==> config.mk <==
export PLATFORM = sky130hd
export DESIGN_NAME = imm_ext_arbiter
export DESIGN_NICKNAME = d
export VERILOG_FILES = /design/src/rtl/imm_pkg.sv /design/src/rtl/imm_format_decode.sv /design/src/rtl/imm_ext_arbiter.sv
export SDC_FILE = /design/constraint.sdc
export NUM_CORES = 1
export LEC_CHECK = 0
export CAP_MARGIN = 10
export CELL_PAD_IN_SITES_DETAIL_PLACEMENT = 1
export CELL_PAD_IN_SITES_GLOBAL_PLACEMENT = 1
export CORE_MARGIN = 2
export CORE_UTILIZATION = 27
export DETAILED_ROUTE_END_ITERATION = 6
export GPL_TIMING_DRIVEN = 0
export PLACE_DENSITY = 0.77
export SLEW_MARGIN = 5
export SYNTH_ARGS = -nofsm -noshare
export SYNTH_HDL_FRONTEND = slang
export SYNTH_SLANG_ARGS = --single-unit
==> constraint.sdc <==
create_clock -name clk -period 5.8 [get_ports clk]
set_input_delay 1.74 -clock clk [delete_from_list [all_inputs] [get_ports clk]]
set_output_delay 1.74 -clock clk [all_outputs]
set_load 0.02 [all_outputs]
==> src/rtl/imm_pkg.sv <==
// imm_pkg: shared immediate-format types and helpers for the immediate extension arbiter.
package imm_pkg;
  localparam int XLEN = 32;
  typedef enum logic [2:0] {
    FMT_I = 3'd0,
    FMT_S = 3'd1,
    FMT_B = 3'd2,
    FMT_U = 3'd3,
    FMT_J = 3'd4
  } imm_fmt_e;
  typedef enum logic {
    ST_EMPTY = 1'b0,
    ST_FULL  = 1'b1
  } slot_state_e;
  function automatic logic is_legal_fmt(input logic [2:0] fmt);
    return fmt <= 3'd4;
  endfunction
endpackage

==> src/rtl/imm_format_decode.sv <==
// imm_format_decode: combinational immediate reconstruction and sign extension for I/S/B/U/J formats.
module imm_format_decode
  import imm_pkg::*;
(
  input  logic [31:0] instr_i,
  input  logic [2:0]  fmt_i,
  output logic [31:0] imm_o,
  output logic        err_o
);
  assign err_o = !is_legal_fmt(fmt_i);
  always_comb begin
    imm_o = (fmt_i == FMT_I) ? {{20{instr_i[31]}}, instr_i[31:20]} :
            (fmt_i == FMT_S) ? {{20{instr_i[31]}}, instr_i[31:25], instr_i[11:7]} :
            (fmt_i == FMT_B) ? {{19{instr_i[31]}}, instr_i[31], instr_i[7], instr_i[30:25], instr_i[11:8], 1'b0} :
            (fmt_i == FMT_U) ? {instr_i[31:12], 12'b0} :
            (fmt_i == FMT_J) ? {{11{instr_i[31]}}, instr_i[31], instr_i[19:12], instr_i[20], instr_i[30:21], 1'b0} :
            32'h0;
  end
endmodule

==> src/rtl/imm_ext_arbiter.sv <==
// imm_ext_arbiter: round-robin arbiter sharing one immediate extension unit,
// returning results through a single registered valid/ready slot.
module imm_ext_arbiter #(
  parameter int NUM_REQ = 2,
  parameter int XLEN    = imm_pkg::XLEN,
  parameter int IDW     = $clog2(NUM_REQ)
) (
  input  logic                  clk,
  input  logic                  rst,
  input  logic [NUM_REQ-1:0]    req_valid,
  output logic [NUM_REQ-1:0]    req_ready,
  input  logic [NUM_REQ*32-1:0] req_instr,
  input  logic [NUM_REQ*3-1:0]  req_fmt,
  output logic                  rsp_valid,
  input  logic                  rsp_ready,
  output logic [XLEN-1:0]       rsp_imm,
  output logic [IDW-1:0]        rsp_id,
  output logic                  rsp_err
);
  imm_pkg::slot_state_e state_q, state_d;
  logic [IDW-1:0]       rr_ptr_q, rr_ptr_d;
  logic [XLEN-1:0]      imm_q, imm_d;
  logic [IDW-1:0]       id_q, id_d;
  logic                 err_q, err_d;
  logic [2*NUM_REQ-1:0] rot;
  logic [IDW-1:0]       off, gnt_id;
  logic [IDW:0]         sum;
  logic                 any_req, slot_free, xfer;
  logic [31:0]          dec_instr;
  logic [2:0]           dec_fmt;
  logic [31:0]          dec_imm;
  logic                 dec_err;
  // Rotate the request vector so the search starts at rr_ptr; the lowest set bit wins.
  always_comb begin
    rot = {req_valid, req_valid} >> rr_ptr_q;
    off = '0;
    for (int i = NUM_REQ - 1; i >= 0; i--)
      if (rot[i]) off = IDW'(i);
    sum = {1'b0, rr_ptr_q} + {1'b0, off};
    gnt_id = (sum >= (IDW+1)'(NUM_REQ)) ? IDW'(sum - (IDW+1)'(NUM_REQ)) : sum[IDW-1:0];
  end
  assign any_req   = |req_valid;
  assign slot_free = (state_q == imm_pkg::ST_EMPTY) || rsp_ready;
  assign xfer      = any_req && slot_free && !rst;
  assign req_ready = xfer ? (NUM_REQ'(1) << gnt_id) : '0;
  always_comb begin
    dec_instr = req_instr[31:0];
    dec_fmt   = req_fmt[2:0];
    for (int i = 1; i < NUM_REQ; i++)
      if (gnt_id == IDW'(i)) begin
        dec_instr = req_instr[i*32 +: 32];
        dec_fmt   = req_fmt[i*3 +: 3];
      end
  end
  imm_format_decode u_dec (
    .instr_i (dec_instr),
    .fmt_i   (dec_fmt),
    .imm_o   (dec_imm),
    .err_o   (dec_err)
  );
  always_comb begin
    state_d  = xfer ? imm_pkg::ST_FULL : (rsp_ready ? imm_pkg::ST_EMPTY : state_q);
    rr_ptr_d = !xfer ? rr_ptr_q : (gnt_id == IDW'(NUM_REQ - 1)) ? '0 : gnt_id + 1'b1;
    imm_d    = xfer ? XLEN'(dec_imm) : imm_q;
    id_d     = xfer ? gnt_id : id_q;
    err_d    = xfer ? dec_err : err_q;
  end
  always_ff @(posedge clk or posedge rst) begin
    if (rst) begin
      state_q  <= imm_pkg::ST_EMPTY;
      rr_ptr_q <= '0;
    end else begin
      state_q  <= state_d;
      rr_ptr_q <= rr_ptr_d;
    end
  end
  always_ff @(posedge clk or posedge rst) begin
    if (rst) begin
      imm_q <= '0;
      id_q  <= '0;
      err_q <= 1'b0;
    end else begin
      imm_q <= imm_d;
      id_q  <= id_d;
      err_q <= err_d;
    end
  end
  assign rsp_valid = (state_q == imm_pkg::ST_FULL);
  assign rsp_imm   = imm_q;
  assign rsp_id    = id_q;
  assign rsp_err   = err_q;
endmodule
After elaboration in Yosys (flattened, before gate mapping):

Cells that the tools add are included.

* register bits: 36
* input port bits: 75
* output and inout port bits: 37

* add/sub/neg operators: 3
* magnitude comparators: 2
* equality and inequality tests: 4
* shift-type cells: 2
* muxes and demuxes: 14
* bitwise logic cells: 1
* reductions and logical operators: 8

Operators by type and width (count)
* 32-bit two-way mux: 6
* 3-bit by 2-bit == test with 1-bit output (second input constant): 2
* 1-bit two-way mux: 6
* 4-bit by 1-bit right shift with 2-bit output: 1
* 3-bit by 1-bit == test with 1-bit output (second input constant): 1
* 3-bit == test (second input constant): 1
* 3-bit less-or-equal comparator (second input constant): 1
* 3-bit logical NOT: 1
* 3-bit two-way mux: 1
* 1-bit by 1-bit adder with 2-bit output: 1
* 2-bit >= comparator (second input constant): 1
* 1-bit logical AND: 2
* 1-bit logical NOT: 2
* 2-bit two-way mux: 1
* 2-bit nonzero test: 1
* 2-bit OR reduction: 1
* 1-bit by 1-bit left shift with 2-bit output (first input constant): 1
* 1-bit adder (second input constant): 1
* 1-bit logical OR: 1
* 1-bit inverter: 1
* 1-bit subtractor (second input constant): 1

Depth between registers and ports, before layout:

* depth after elaboration: 13
* mapped depth: 8
* mapped depth without buffers: 6

By module:

Synthesis repeated with hierarchy kept, for this count alone.

* cell total of the unflattened synthesis: 207
* area total of the unflattened synthesis: 2307.2 um^2

By module, submodules not included
* imm_ext_arbiter: instances 1, cells each 124, area an instance 1836.8 um^2, sequential area each 900.9 um^2
* imm_format_decode: instances 1, cells each 83, area an instance 470.5 um^2, sequential area each 0.0 um^2

Worst setup path before layout:

No wires, ideal clock.

* path kind: input to output
* start: input port rst
* end: output port req_ready[0]
* data arrival time: 3.712 ns
* path slack: 0.348 ns
* stages on the path: 6
* path buffers: 2
* cells stage by stage: inv_1 -> o21ai_0 -> nand2b_1 -> buf_2 -> clkbuf_1 -> nor2_1

* word-level cells in the longest chain between the ends: 3

Ends and longest elaborated chain
* start: declaration: line imm_ext_arbiter.sv:9 `input logic rst,`
* 1-bit logical NOT (no source line)
* 1-bit logical AND: line imm_ext_arbiter.sv:44 `assign xfer = any_req && slot_free && !rst;`
* 2-bit two-way mux: line imm_ext_arbiter.sv:45 `assign req_ready = xfer ? (NUM_REQ'(1) << gnt_id) : '0;`
* end: declaration: line imm_ext_arbiter.sv:11 `output logic [NUM_REQ-1:0] req_ready,`

No other way between the ends.

Final worst setup path:

* start: input port req_valid[1]
* end: output port req_ready[0]

* word-level cells in the longest chain between the ends: 8
* elaborated cells on any way between the ends: 12

Ends and longest elaborated chain
* start: declaration: line imm_ext_arbiter.sv:10 `input logic [NUM_REQ-1:0] req_valid,`
* 4-bit by 1-bit right shift with 2-bit output: line imm_ext_arbiter.sv:35 `rot = {req_valid, req_valid} >> rr_ptr_q;`
* 1-bit two-way mux (2 in a row): line imm_ext_arbiter.sv:38 `if (rot[i]) off = IDW'(i);`
* 1-bit by 1-bit adder with 2-bit output: line imm_ext_arbiter.sv:39 `sum = {1'b0, rr_ptr_q} + {1'b0, off};`
* 2-bit >= comparator / 1-bit subtractor (equally long branches): line imm_ext_arbiter.sv:40 `gnt_id = (sum >= (IDW+1)'(NUM_REQ)) ? IDW'(sum - (IDW+1)'(NUM_REQ)) : sum[IDW-1:0];`
* 1-bit two-way mux: line imm_ext_arbiter.sv:40
* 1-bit by 1-bit left shift with 2-bit output: line imm_ext_arbiter.sv:45
* 2-bit two-way mux *: line imm_ext_arbiter.sv:45

Every way passes the cells marked *; elsewhere a longest branch is shown, timed or not.

==> results.toml <==
[run_status]
status = "complete, no violations"

[grt]
grt_pass1_vias = 2205
grt_pass1_wl_um = 10800
grt_antenna_before_repair = 0
overflow = 0
grt_usage = 0.175
grt_max_degree = 38

[detailed_routing]
drt-wirelength-per-cell_um = 16.5
drtIter0Drc = 53
routed_via_density = 4.96
num_vias = 2008
ant_nets = 0
drc = 0
routed_wl_um = 6680
dr.pass1.iters = 4

[floorplanning]
die_h_um = 89.4
dieArea_um2 = 8000
core_area_um2 = 7180
pin_count = 112
initial_core_util = 0.275
die_w_um = 89.4
rows = 31

[timing]
finalHoldViolCount = 0
finalSetupViolations = 0
slew_headroom = 0.641
min_period_ns = 5.28
setup_slack_ns = 0.522
finalSetupTns_ns = 0
slew_viol_final = 0
hold_ws_ns = 0.501
max_freq_mhz = 189
fin_skew_ns = 0.00204
tightest_slew_ns = 0.538
post-route-period-util = 0.910
rsz0062_at_grt = "no"

[synth]
synth_top_family_by_area = "compound AO/OA/AOI/OAI gates"
synthesis.nets = 278
ys_dominant_reg_cell = "dfrtp_1"
synth.avg_cell_area_um2 = 9.71
ys_ff_latch = 36
yosysUniqueCellTypes = 37
muxShareOfSynthArea = 0.108
synthCells = 203
synth-xor-area-share = 0.00825
synth-compound-area-share = 0.216
syn_area_um2 = 1970
synth_simple_gate_area_frac = 0.178
seq_area_frac_synth = 0.457
synth-edff-count = 0
synthAdderAreaFrac = 0
yosysWarningCount = 0
async_flop_share = 1.00

[clock_network]
clk_pin_slew_worst_paths_ns = 0.08
cts_tree = "yes"
ctsHoldBuffers = 0
post_cts_buffers = 0
cts_sinks = 36
cts_buffers = 5
clockBufferDepth = 2
ctsHtreeMaxLevel = 2
root_buffer = "clkbuf_8"
clock_latency_ns = 0.29

[power_and_ir_drop]
pwr_density_cell_nw_per_um2 = 322
max-vdd-ir-drop_mv = 0.0939
leakage_nw = 1.36

[min_path]
holdPathStages = 2
hold_path.class = "flip-flop to flip-flop"

[final_layout]
fillCellCount = 809
area_delta_synth_final_pct = 62.6
final_nets = 380
drive_above_1_share = 0.0915
final_cell_count_no_fill = 405
n_antenna_cell = 0
stdcell_area_um2 = 3200

[worst_setup_path]
cp_cell_sequence = "clkdlybuf4s50_1 > nor2b_2 > a21o_1 > clkbuf_1 > nor2_1 > dlymetal6s2s_1"
reg2reg_depth = 6
critPathKind = "input port to output pin"
endpoint_kind = "output pin"
cp-start-kind = "input port"
crit_buf_inv = 3
critPathSlowestCell = "clkdlybuf4s50_1"
cpPeakStageDelay_ns = 0.50
cp.required_ns = 4.06
critical_path.top_delay_family = "buffers and inverters"
cp_max_fo = 10
cp.arrival_ns = 3.54
cp.depth = 6

[run]
drv_cap = 0

[placed_design]
place_hpwl_um = 5280
place_congestion = 0.775
dp.cells = 399
io_buffers = 97
pre_cts_slack_ns = -0.701
postPlaceCellArea_um2 = 3070
[through the flow]
| stage | utilization | total power, mW |
|---|---|---|
| 3_5_place_dp | 0.427 | 0.812 |
| 5_1_grt | 0.447 | 1.09 |
| 3_3_place_gp | 0.427 | 0.799 |
| 2_1_floorplan | - | 0.591 |
| 4_1_cts | 0.447 | 1.05 |
| 6_report | 0.447 | 1.03 |
[state kept, by name, summed over array words and instances, names as in the netlist]
signal	cells
rr_ptr_q	1
rsp_err	1
rsp_id	1
rsp_imm	32
rsp_valid	1
[cell usage after synthesis (2+ instances only)]
cell | count | area (µm²)
nor2_1 | 20 | 75.1
o22a_1 | 5 | 43.8
a22o_1 | 13 | 114
mux2i_1 | 13 | 130
nand3_1 | 10 | 50.1
mux2_4 | 2 | 30.0
dfrtp_1 | 36 | 901
nand2_1 | 35 | 131
clkbuf_1 | 6 | 22.5
nor4_1 | 4 | 25.0
nand2b_1 | 2 | 12.5
nor3_1 | 3 | 15.0
o21ai_0 | 15 | 75.1
o211ai_1 | 6 | 45.0
buf_2 | 4 | 20.0
mux2i_2 | 3 | 41.3
a21o_1 | 2 | 15.0
o221ai_1 | 5 | 43.8
[cell type report]
| class | count | area, µm² | share of cell area |
|---|---|---|---|
| Clock inverter | 3 | 42.5 | 0.0133 |
| Sequential cell | 36 | 901 | 0.281 |
| Buffer | 10 | 55.1 | 0.0172 |
| Inverter | 1 | 30.0 | 0.00937 |
| Clock buffer | 5 | 68.8 | 0.0215 |
| Timing Repair Buffer | 97 | 976 | 0.305 |
| Multi-Input combinational cell | 154 | 1010 | 0.314 |
| Tap cell | 99 | 124 | 0.0387 |
[per-layer routing]
metal / part of all wire / GRT usage / wire (µm) / up-vias
met5: 0 / 0 / 0 / -
met4: 0.0085 / 0.0502 / 57 / 0
met3: 0.047 / 0.0397 / 315 / 7
met2: 0.51 / 0.309 / 3430 / 59
met1: 0.43 / 0.214 / 2880 / 999
li1: - / - / - / 943
[cells in the final DEF, fill, tap and decap left out, drive strengths merged, types with 2 or more instances in the layout]
cell,synthesis,layout
clkdlybuf4s50,0,95
nor3,3,3
o21ai,17,17
nor4,4,4
dfrtp,36,36
nand3,10,10
bufinv,0,2
o211ai,6,6
o221ai,5,5
nand2b,3,3
a21oi,2,2
a22o,13,13
mux2i,16,16
o22a,5,5
buf,6,5
nor2b,2,2
a21o,2,2
nor2,20,20
mux2,3,3
dlymetal6s2s,0,2
nand2,36,36
clkbuf,6,10
[where the power goes]
| part | internal, mW | switching [mW] |
|---|---|---|
| registers | 0.310 | 0.0363 |
| clock network | 0.127 | 0.101 |
| logic | 0.225 | 0.232 |
[worst min-delay path, stage by stage (launching register included)]
cell and delay (ns):
dfrtp_1 0.35, nand2_1 0.05, o21ai_0 0.07
[timing repair]
action	CTS	global route
endpoints found under the hold margin	0	0
endpoints found under the setup margin	2	2
resized for setup	7	2
[cells by family (layout without fill, tap and decap cells)]
family,count (synthesis),count (layout)
AND/OR/NAND/NOR,79,79
buffers and inverters,13,116
AO/OA/AOI/OAI,55,55
XOR/XNOR,1,1
flip-flops,36,36
multiplexers,19,19
[final timing paths]
path | startpoint | to | slack [ns]
setup / recovery | req_valid[1] | req_ready[0] | 0.52
hold / removal | rsp_imm[0] | rsp_imm[0] | 0.50
setup reg to reg | rr_ptr_q | rsp_imm[28] | 3.58
hold reg to reg | rsp_imm[0] | rsp_imm[0] | 0.50
max in group asynchronous | rst | rsp_imm[23] | 3.80
min in group asynchronous | rst | rsp_imm[6] | 1.82
Power figures use the tool's default switching activity.
